### src/rtl/ps2_key_decoder.sv
// ps2_key_decoder: PS/2 set-2 receiver that keeps a pressed-key map, the last changed code,
// an event strobe and a frame error strobe; handles E0/F0 prefixes and frame timeouts.
module ps2_key_decoder #(
    parameter int FILTER_LEN = 8,
    parameter int TIMEOUT    = 200000
) (
    input  logic         clk,
    input  logic         rst,
    input  logic         ps2_clk,
    input  logic         ps2_data,
    output logic [511:0] key_down,
    output logic [8:0]   last_change,
    output logic         been_ready,
    output logic         frame_err
);
    typedef enum logic [1:0] {IDLE, SHIFT, STOP, DECODE} state_t;
    state_t state, state_n;
    logic [1:0]  ck_s, dt_s;
    logic        fclk, fclk_d, fall, dat, tout, err, ok, ext, brk;
    logic [3:0]  fcnt, bitcnt;
    logic [9:0]  sr;
    logic [17:0] tcnt;
    logic [7:0]  b;

    assign dat  = dt_s[1];
    assign fall = fclk_d & ~fclk;
    assign b    = sr[8:1];
    assign tout = (state == SHIFT || state == STOP) && !fall && tcnt == 18'(TIMEOUT - 1);

    // Sync flops and filtered clock idle high so reset release never looks like a fall
    always_ff @(posedge clk or negedge rst) begin
        if (!rst) begin
            ck_s   <= 2'b11;
            dt_s   <= 2'b11;
            fclk   <= 1'b1;
            fclk_d <= 1'b1;
            fcnt   <= '0;
        end else begin
            ck_s   <= {ck_s[0], ps2_clk};
            dt_s   <= {dt_s[0], ps2_data};
            fclk_d <= fclk;
            if (ck_s[1] == fclk) fcnt <= '0;
            else if (fcnt == 4'(FILTER_LEN - 1)) begin
                fclk <= ck_s[1];
                fcnt <= '0;
            end else fcnt <= fcnt + 4'd1;
        end
    end

    always_ff @(posedge clk or negedge rst) begin
        if (!rst) state <= IDLE;
        else      state <= state_n;
    end

    // sr holds start at [0], data at [8:1] and parity at [9] when the stop bit arrives
    always_comb begin
        state_n = state;
        err     = 1'b0;
        ok      = 1'b0;
        case (state)
            IDLE:  state_n = (fall && !dat) ? SHIFT : IDLE;
            SHIFT: begin
                err     = tout;
                state_n = tout ? IDLE : (fall && bitcnt == 4'd8) ? STOP : SHIFT;
            end
            STOP: begin
                ok      = fall && dat && !sr[0] && ^sr[9:1];
                err     = tout || (fall && !ok);
                state_n = ok ? DECODE : err ? IDLE : STOP;
            end
            default: state_n = IDLE;
        endcase
    end

    always_ff @(posedge clk or negedge rst) begin
        if (!rst) begin
            sr          <= '0;
            bitcnt      <= '0;
            tcnt        <= '0;
            ext         <= 1'b0;
            brk         <= 1'b0;
            key_down    <= '0;
            last_change <= '0;
            been_ready  <= 1'b0;
            frame_err   <= 1'b0;
        end else begin
            been_ready <= 1'b0;
            frame_err  <= err;
            if (fall && (state == IDLE || state == SHIFT)) sr <= {dat, sr[9:1]};
            bitcnt <= (state == IDLE) ? '0 : bitcnt + 4'(state == SHIFT && fall);
            tcnt   <= (state == IDLE || state == DECODE || fall) ? '0 : tcnt + 18'(tcnt != 18'(TIMEOUT));
            if (err) begin
                ext <= 1'b0;
                brk <= 1'b0;
            end
            // The event is committed on the stop-bit fall so it is visible during DECODE
            if (ok) begin
                if (b == 8'hE0) ext <= 1'b1;
                else if (b == 8'hF0) brk <= 1'b1;
                else begin
                    key_down[{ext, b}] <= ~brk;
                    last_change        <= {ext, b};
                    been_ready         <= 1'b1;
                    ext                <= 1'b0;
                    brk                <= 1'b0;
                end
            end
        end
    end
endmodule
### config.mk
export PLATFORM = sky130hd
export DESIGN_NAME = ps2_key_decoder
export DESIGN_NICKNAME = d
export VERILOG_FILES = /design/src/rtl/ps2_key_decoder.sv
export SDC_FILE = /design/constraint.sdc
export NUM_CORES = 1
export LEC_CHECK = 0
export CELL_PAD_IN_SITES_DETAIL_PLACEMENT = 1
export CELL_PAD_IN_SITES_GLOBAL_PLACEMENT = 2
export CORE_ASPECT_RATIO = 1.4
export CORE_MARGIN = 2
export CORE_UTILIZATION = 25
export DETAILED_ROUTE_END_ITERATION = 10
export PLACE_DENSITY_LB_ADDON = 0.1
export SETUP_SLACK_MARGIN = 0.02
export SLEW_MARGIN = 10
export SYNTH_ARGS = -nofsm -noshare
export SYNTH_HDL_FRONTEND = slang
export SYNTH_SLANG_ARGS = --single-unit
### constraint.sdc
create_clock -name clk -period 3.4 [get_ports clk]
set_clock_uncertainty 0.05 [all_clocks]
set_input_delay 0.68 -clock clk [delete_from_list [all_inputs] [get_ports clk]]
set_output_delay 0.68 -clock clk [all_outputs]
set_load 0.01 [all_outputs]
==> metrics.csv, run 1 <==
stage,metric,value,unit
outcome,status,completed,
critical_path,FF-to-FF End,key_down[103],
critical_path,crit end category,flip-flop,
place,pre-CTS setup slack,0.3879,ns
hold_path,Worst Hold Class,flip-flop to flip-flop,
hold_path,hold-critical path endpoint,ck_s[1],
power,P per Cell Area,471.0,nW/um^2
cts,"Setup Fix Bufs, Post-CTS",0,
drt,met3 WL post-DR,6482,microns
cts,Hold Buf Count CTS,1,
critical_path,CP top delay family,XOR/XNOR gates,
grt,GRT Overall Usage,20.54,%
timing,"Worst Setup Slack, final",0.4186,ns
timing,FMAX,335.4,MHz
drt,drt wl/cell,26.33,microns
timing,Worst-Margin Slew,1.009,ns
drt,M1 WL,42540,microns
hold_path,hold path start,ck_s[0],
critical_path,critical path arrival,3.40,ns
floorplanning,Die Ht,366.2,microns
drt,met2 wire len,48340,microns
yosys,most frequent cells after synthesis,"dfrtp_1, o21ai_0, o31ai_1",
drt,Final ANT Viol Nets,0,
cts,Skew-Pair Late Insertion Delay,0.61,ns
finish,diode count,0,
cts,CTS sink count,569,
yosys,ys async rst share,100.0,%
yosys,Main synth FF type,dfrtp_1,
critical_path,critical path's largest stage delay,0.46,ns
drt,Vias,18976,
grt,first-pass GRT wire length,147700,microns
timing,final hold violations,0,
critical_path,FF-to-FF path depth,9,
drt,Top Layer Used,met4,
timing,Final min period,2.981,ns
yosys,Post-Syn Area,23430,sq um
finish,fraction of layout cells with a size suffix above 1,8.883,%
yosys,Synth Area per Inst,11.15,sq um
yosys,Synth area leaders,"dfrtp_1, o31ai_1, o21ai_0",
drt,1st-pass router iterations,5,
hold_path,hold path depth,0,
finish,Layout area overhead,37.85,%
critical_path,CP startpoint kind,flip-flop,
floorplanning,core area,92650,sq um
timing,aggregate negative setup slack,0,ns
grt,largest net degree at the start of global routing,118,
power,Static Leak,13.09,nW
drt,final wirelength,99630,microns
cts,TritonCTS buffer count,66,
cts,"Clk pin slew, worst setup/hold paths",0.06,ns
critical_path,RR Startpoint,sr[1],
yosys,"Seq/Total Area, Yosys",60.81,%
place,RePlAce Congestion,0.7576,
grt,GRT overflow,0,
critical_path,Bufs and invs on worst path,3,
critical_path,Max Fanout on Critical Path,48,
drt,# DRC,0,
timing,Slew headroom,32.71,%
critical_path,Worst path slowest cell,xor3_1,
cts,Root Buffer,clkbuf_16,
place,DP Wirelength,66800,microns
finish,Layout Nets,2560,
yosys,synth warn,0,
yosys,Yosys top cell by area,dfrtp_1,
yosys,Syn Nets,2127,
yosys,Synth Register Bits,569,
drt,first-iteration detailed-routing DRC count,1119,
yosys,"EDFF count, synth",0,
yosys,Post-Syn Instances,2101,
floorplanning,initial core utilization,25.29,%
power,Max VDD drop,0.0003606,V
critical_path,worst-path cell chain,inv_1 > ha_1 > xor3_1 > xnor2_4 > buf_12 > nand4_4 > buf_4 > o21ai_0 > o31ai_1,
floorplanning,chip width,262.7,microns
floorplanning,I/O pin cnt,527,
timing,Tcrit/Tclk final,87.69,%
place,I/O Buffers,526,
power,overall power after layout,0.01521,W
timing,"Setup violations, final",0,
timing,RSZ-0062 raised after global routing,false,
grt,vias in the first global route,19958,
grt,initial antenna violation count,1,
flow_run,Max Cap Viol,0,
cts,Max clock buf depth,3,
drt,Via density,5.015,
critical_path,Crit path required time,3.82,ns
floorplanning,total die area,96210,sq um
yosys,top cell type's share of synthesized area,60.13,%
floorplanning,number of core rows,132,
yosys,top-count cell post-synth,dfrtp_1,
timing,fin. max-slew vios,0,
cts,CTS resizes,0,
cts,CTS tree,yes,
critical_path,r2r setup slk,0.42,ns
cts,Max H-tree Level,3,
critical_path,WS Path Type,flip-flop to flip-flop,
yosys,Synth cell types,44,
[metal layers]
layer | vias up | track usage [%]
met5 | - | 0
met4 | 0 | 5.405
met3 | 92 | 5.659
met2 | 476 | 34.62
met1 | 9641 | 25.83
li1 | 8767 | -
[worst max-delay path by stage]
stage / startpoint / end / slack (ns) / cells after the start
floorplan: sr[3] / key_down[104] / 0.84 / 9
global route: sr[3] / key_down[127] / 0.18 / 9
global placement: sr[5] / key_down[413] / 0.45 / 9
CTS: sr[5] / key_down[103] / 0.36 / 9
detailed placement: sr[3] / key_down[113] / 0.39 / 9
finish: sr[1] / key_down[103] / 0.42 / 9
[registers in the layout (all words and copies together) (netlist names)]
| name | flops |
|---|---|
| ext | 1 |
| state | 2 |
| been_ready | 1 |
| frame_err | 1 |
| last_change | 9 |
| ck_s | 2 |
| dt_s | 2 |
| bitcnt | 4 |
| fcnt | 4 |
| tcnt | 18 |
| fclk | 1 |
| key_down | 512 |
| sr | 10 |
| brk | 1 |
| fclk_d | 1 |
[stage by stage]
step	hold slack (ns)	area (sq um)	instances	utilization, %
final	0.3012	32300	3784	34.86
after global routing	0.3085	32300	3784	34.86
after CTS	0.3015	32300	3784	34.86
after detailed placement	0.2992	30260	3671	32.66
after global placement	0.3017	30260	3671	32.66
after floorplan	0.2952	23430	2101	-
[where the power goes]
part	switching [W]	internal, W	total, W	leakage (nW)
logic	0.00103	0.000377	0.00141	4.17
registers	0.0000657	0.00685	0.00692	7.92
clock network	0.00297	0.00391	0.00689	0.995
[final cells by class]
type                       count  area [sq um]
clock buffer                  95          1873
clock inverter                17         153.9
fill                        9987         60360
inverter                      14         52.55
multi-input combinational   1253          8155
sequential                   569         14250
tap                         1206          1509
timing repair buffer         630          6304
[logic make-up (layout without fill, tap and decap cells)]
logic type	after synthesis	after routing	share of synthesized area, %
AOI/OAI and AO/OA	1051	1051	27.99
muxes	8	8	0.3845
buffers and inverters	279	756	4.742
DFF	569	569	60.81
adders and majority gates	22	22	1.175
xor gates and xnor gates	22	22	0.9666
and+or+nand+nor	150	150	3.931
[layout by cell type, fill, tap and decap left out, drive strengths merged, types with 2 or more instances in the layout]
cell,synthesis,final
nand3b,3,3
ha,22,22
xnor2,13,13
nand2b,2,2
xor2,8,8
dfstp,6,6
dfrtp,563,563
clkdlybuf4s50,0,525
nor2,24,24
clkbuf,228,95
a21oi,5,5
clkinv,0,13
nor2b,10,10
o21ai,528,528
inv,14,16
o31ai,512,512
and2,3,3
nor4b,3,3
nand4,19,19
nand3,30,30
nor3,7,7
or3,2,2
buf,37,104
nand2,39,39
and4,2,2
mux2,8,8
[worst reg2reg max path: cells and delay by family (launching register included)]
kind,cells,cell delay [ns]
buf+inv,3,0.70
compound gates,2,0.48
xor+xnor,2,0.77
simple gates,1,0.12
fa+ha+maj,1,0.32
flops,1,0.41
Power figures use the tool's default switching activity.
==> run 2: changes to the inputs <==
--- a/config.mk
+++ b/config.mk
@@ -5,7 +5,8 @@
 export SDC_FILE = /design/constraint.sdc
 export NUM_CORES = 1
 export LEC_CHECK = 0
-export CELL_PAD_IN_SITES_DETAIL_PLACEMENT = 1
+export ABC_AREA = 0
+export CELL_PAD_IN_SITES_DETAIL_PLACEMENT = 0
 export CELL_PAD_IN_SITES_GLOBAL_PLACEMENT = 2
 export CORE_ASPECT_RATIO = 1.4
 export CORE_MARGIN = 2
==> constraint.sdc (replaced) <==
create_clock -name clk -period 2.95 [get_ports clk]
set_clock_uncertainty 0.05 [all_clocks]
set_input_delay 0.59 -clock clk [delete_from_list [all_inputs] [get_ports clk]]
set_output_delay 0.59 -clock clk [all_outputs]
set_load 0.01 [all_outputs]
==> run 2 against run 1 <==
Against the previous run: combinational power increased by 11%; via count decreased by 0.86%; final area increased by 0.30%; count of clock-buffer cells in the layout increased by 5; clock power increased by 13%; critical path depth unchanged; power increased by 14%; sequential power increased by 15%; sequential share of layout area decreased by 0.13 points; global-route usage decreased by 1.0 points; core utilization increased by 0.11 points; critical path type unchanged.
==> metrics.csv, run 2 (synthesis results as in run 1) <==
stage,metric,value,unit
finish,fraction of layout cells with a size suffix above 1,8.901,%
finish,fin area,32390,sq um
power,overall power after layout,0.01731,W
grt,first-pass GRT wire length,139000,microns
hold_path,hold path start,dt_s[0],
critical_path,Crit path required time,3.40,ns
critical_path,WS Path Type,flip-flop to flip-flop,
finish,post-route insts no fill,3792,
timing,Final min period,2.714,ns
timing,"Setup violations, final",0,
timing,fin. max-slew vios,0,
cts,"Clk pin slew, worst setup/hold paths",0.06,ns
cts,Max H-tree Level,2,
place,placed cells,3675,
drt,final wirelength,95920,microns
timing,Tcrit/Tclk final,92.00,%
floorplanning,core area,92650,sq um
drt,# DRC,0,
place,RePlAce Congestion,0.7482,
critical_path,FF-to-FF path depth,9,
floorplanning,initial core utilization,25.29,%
grt,GRT Overall Usage,19.51,%
critical_path,crit end category,flip-flop,
drt,Final ANT Viol Nets,0,
floorplanning,chip width,262.7,microns
grt,largest net degree at the start of global routing,75,
critical_path,cell mode on critical path,buf_12,
hold_path,hold path depth,0,
drt,first-iteration detailed-routing DRC count,1411,
grt,initial antenna violation count,0,
timing,Worst-Margin Slew,0.6492,ns
timing,RSZ-0062 raised after global routing,false,
critical_path,FF-to-FF End,key_down[225],
finish,Layout area overhead,38.27,%
power,Static Leak,13.13,nW
finish,Top Registers,"key_down x512, tcnt x18, sr x10",
critical_path,critical path arrival,3.17,ns
cts,CTS sink count,569,
outcome,status,completed,
place,Post-DP Area,30380,sq um
floorplanning,I/O pin cnt,527,
drt,Vias,18813,
finish,most frequent cells in the layout,"dfrtp_1, o21ai_0, clkdlybuf4s50_1, o31ai_1, buf_4",
cts,Skew-Pair Late Insertion Delay,0.62,ns
drt,drt wl/cell,25.29,microns
critical_path,CP startpoint kind,flip-flop,
floorplanning,number of core rows,132,
flow_run,Max Cap Viol,0,
cts,CTS tree,yes,
timing,Slew headroom,56.63,%
cts,TritonCTS buffer count,61,
critical_path,worst-path cell chain,inv_1 > ha_1 > xor3_1 > xnor2_4 > buf_12 > nand4_4 > buf_12 > o21ai_0 > o31ai_1,
cts,Max clock buf depth,3,
finish,largest reg by FF count,key_down,
place,DP Wirelength,63550,microns
power,Max VDD drop,0.0004765,V
power,P per Cell Area,534.4,nW/um^2
finish,max reg flops,512,
finish,Fillers,9177,
timing,final hold violations,0,
finish,Layout Nets,2559,
critical_path,Max Fanout on Critical Path,52,
hold_path,hold-critical path endpoint,dt_s[1],
cts,"Setup Fix Bufs, Post-CTS",0,
critical_path,r2r setup slk,0.24,ns
drt,Via density,4.961,
grt,GRT overflow,0,
timing,FMAX,368.5,MHz
cts,Root Buffer,clkbuf_16,
critical_path,Worst path slowest cell,xor3_1,
hold_path,Worst Hold Class,flip-flop to flip-flop,
drt,1st-pass router iterations,7,
timing,aggregate negative setup slack,0,ns
finish,"commonest non-fill, non-tap cell in the layout",dfrtp_1,
critical_path,critical path's largest stage delay,0.46,ns
critical_path,RR Startpoint,sr[1],
grt,vias in the first global route,18256,
place,I/O Buffers,526,
floorplanning,Die Ht,366.2,microns
floorplanning,total die area,96210,sq um
-- run 2: metrics by stage --
stage                     setup WS (ns)  utilization (%)  hold WS, ns
after floorplan                  0.3925                -       0.2444
after global placement           0.1989            32.79       0.3010
after detailed placement         0.1522            32.79       0.3034
after CTS                        0.1572            34.94       0.2663
after global routing            0.04867            34.96       0.2928
final                            0.2360            34.96       0.3122
-- run 2: power by group --
group | total (W) | leakage [nW] | switching [W] | internal (W)
clock | 0.00777 | 0.972 | 0.00332 | 0.00446
sequential | 0.00797 | 7.92 | 0.0000822 | 0.00789
combinational | 0.00157 | 4.23 | 0.00115 | 0.000416
total | 0.0173 | 13.1 | 0.00455 | 0.0128
-- run 2: what timing repair did --
item | in CTS | in global routing
endpoints found under the setup margin | 0 | 11
hold buffers | 1 | 0
endpoints found under the hold margin | 31 | 0
gates resized for setup | 0 | 6
-- run 2: worst max path at each step --
stage	startpoint	end	slack, ns	depth (start not counted)
after floorplan	sr[3]	key_down[104]	0.39	9
after global placement	sr[3]	key_down[250]	0.20	9
after detailed placement	sr[3]	key_down[280]	0.15	9
after CTS	sr[3]	key_down[280]	0.16	9
after global routing	sr[3]	key_down[230]	0.05	9
final	sr[1]	key_down[225]	0.24	9
-- run 2: per-layer routing --
metal | wire length (microns) | share of wire (%) | up-vias | track usage (%)
met5 | 0 | 0 | - | 0
met4 | 2304 | 2.4 | 0 | 5.106
met3 | 7636 | 8.0 | 98 | 5.995
met2 | 45410 | 47 | 614 | 31.96
met1 | 40560 | 42 | 9309 | 24.91
li1 | - | - | 8792 | -
-- run 2: cell type report --
type	count	area (sq um)	area share, %
clock buffer	100	1824	5.631
inverter	14	52.55	0.1622
timing repair buffer	634	6440	19.88
clock inverter	14	158.9	0.4905
multi-input combinational	1253	8155	25.17
tap	1206	1509	4.658
sequential	569	14250	43.99
antenna	2	5.005	0.01545
-- run 2: worst max-delay path, delay by kind of cell, from the launching register on --
family                     cells  cell delay [ns]
DFF                            1             0.40
adders and majority gates      1             0.32
xor gates and xnor gates       2             0.65
and+or+nand+nor                1             0.16
buffers and inverters          3             0.57
AOI/OAI and AO/OA              2             0.32
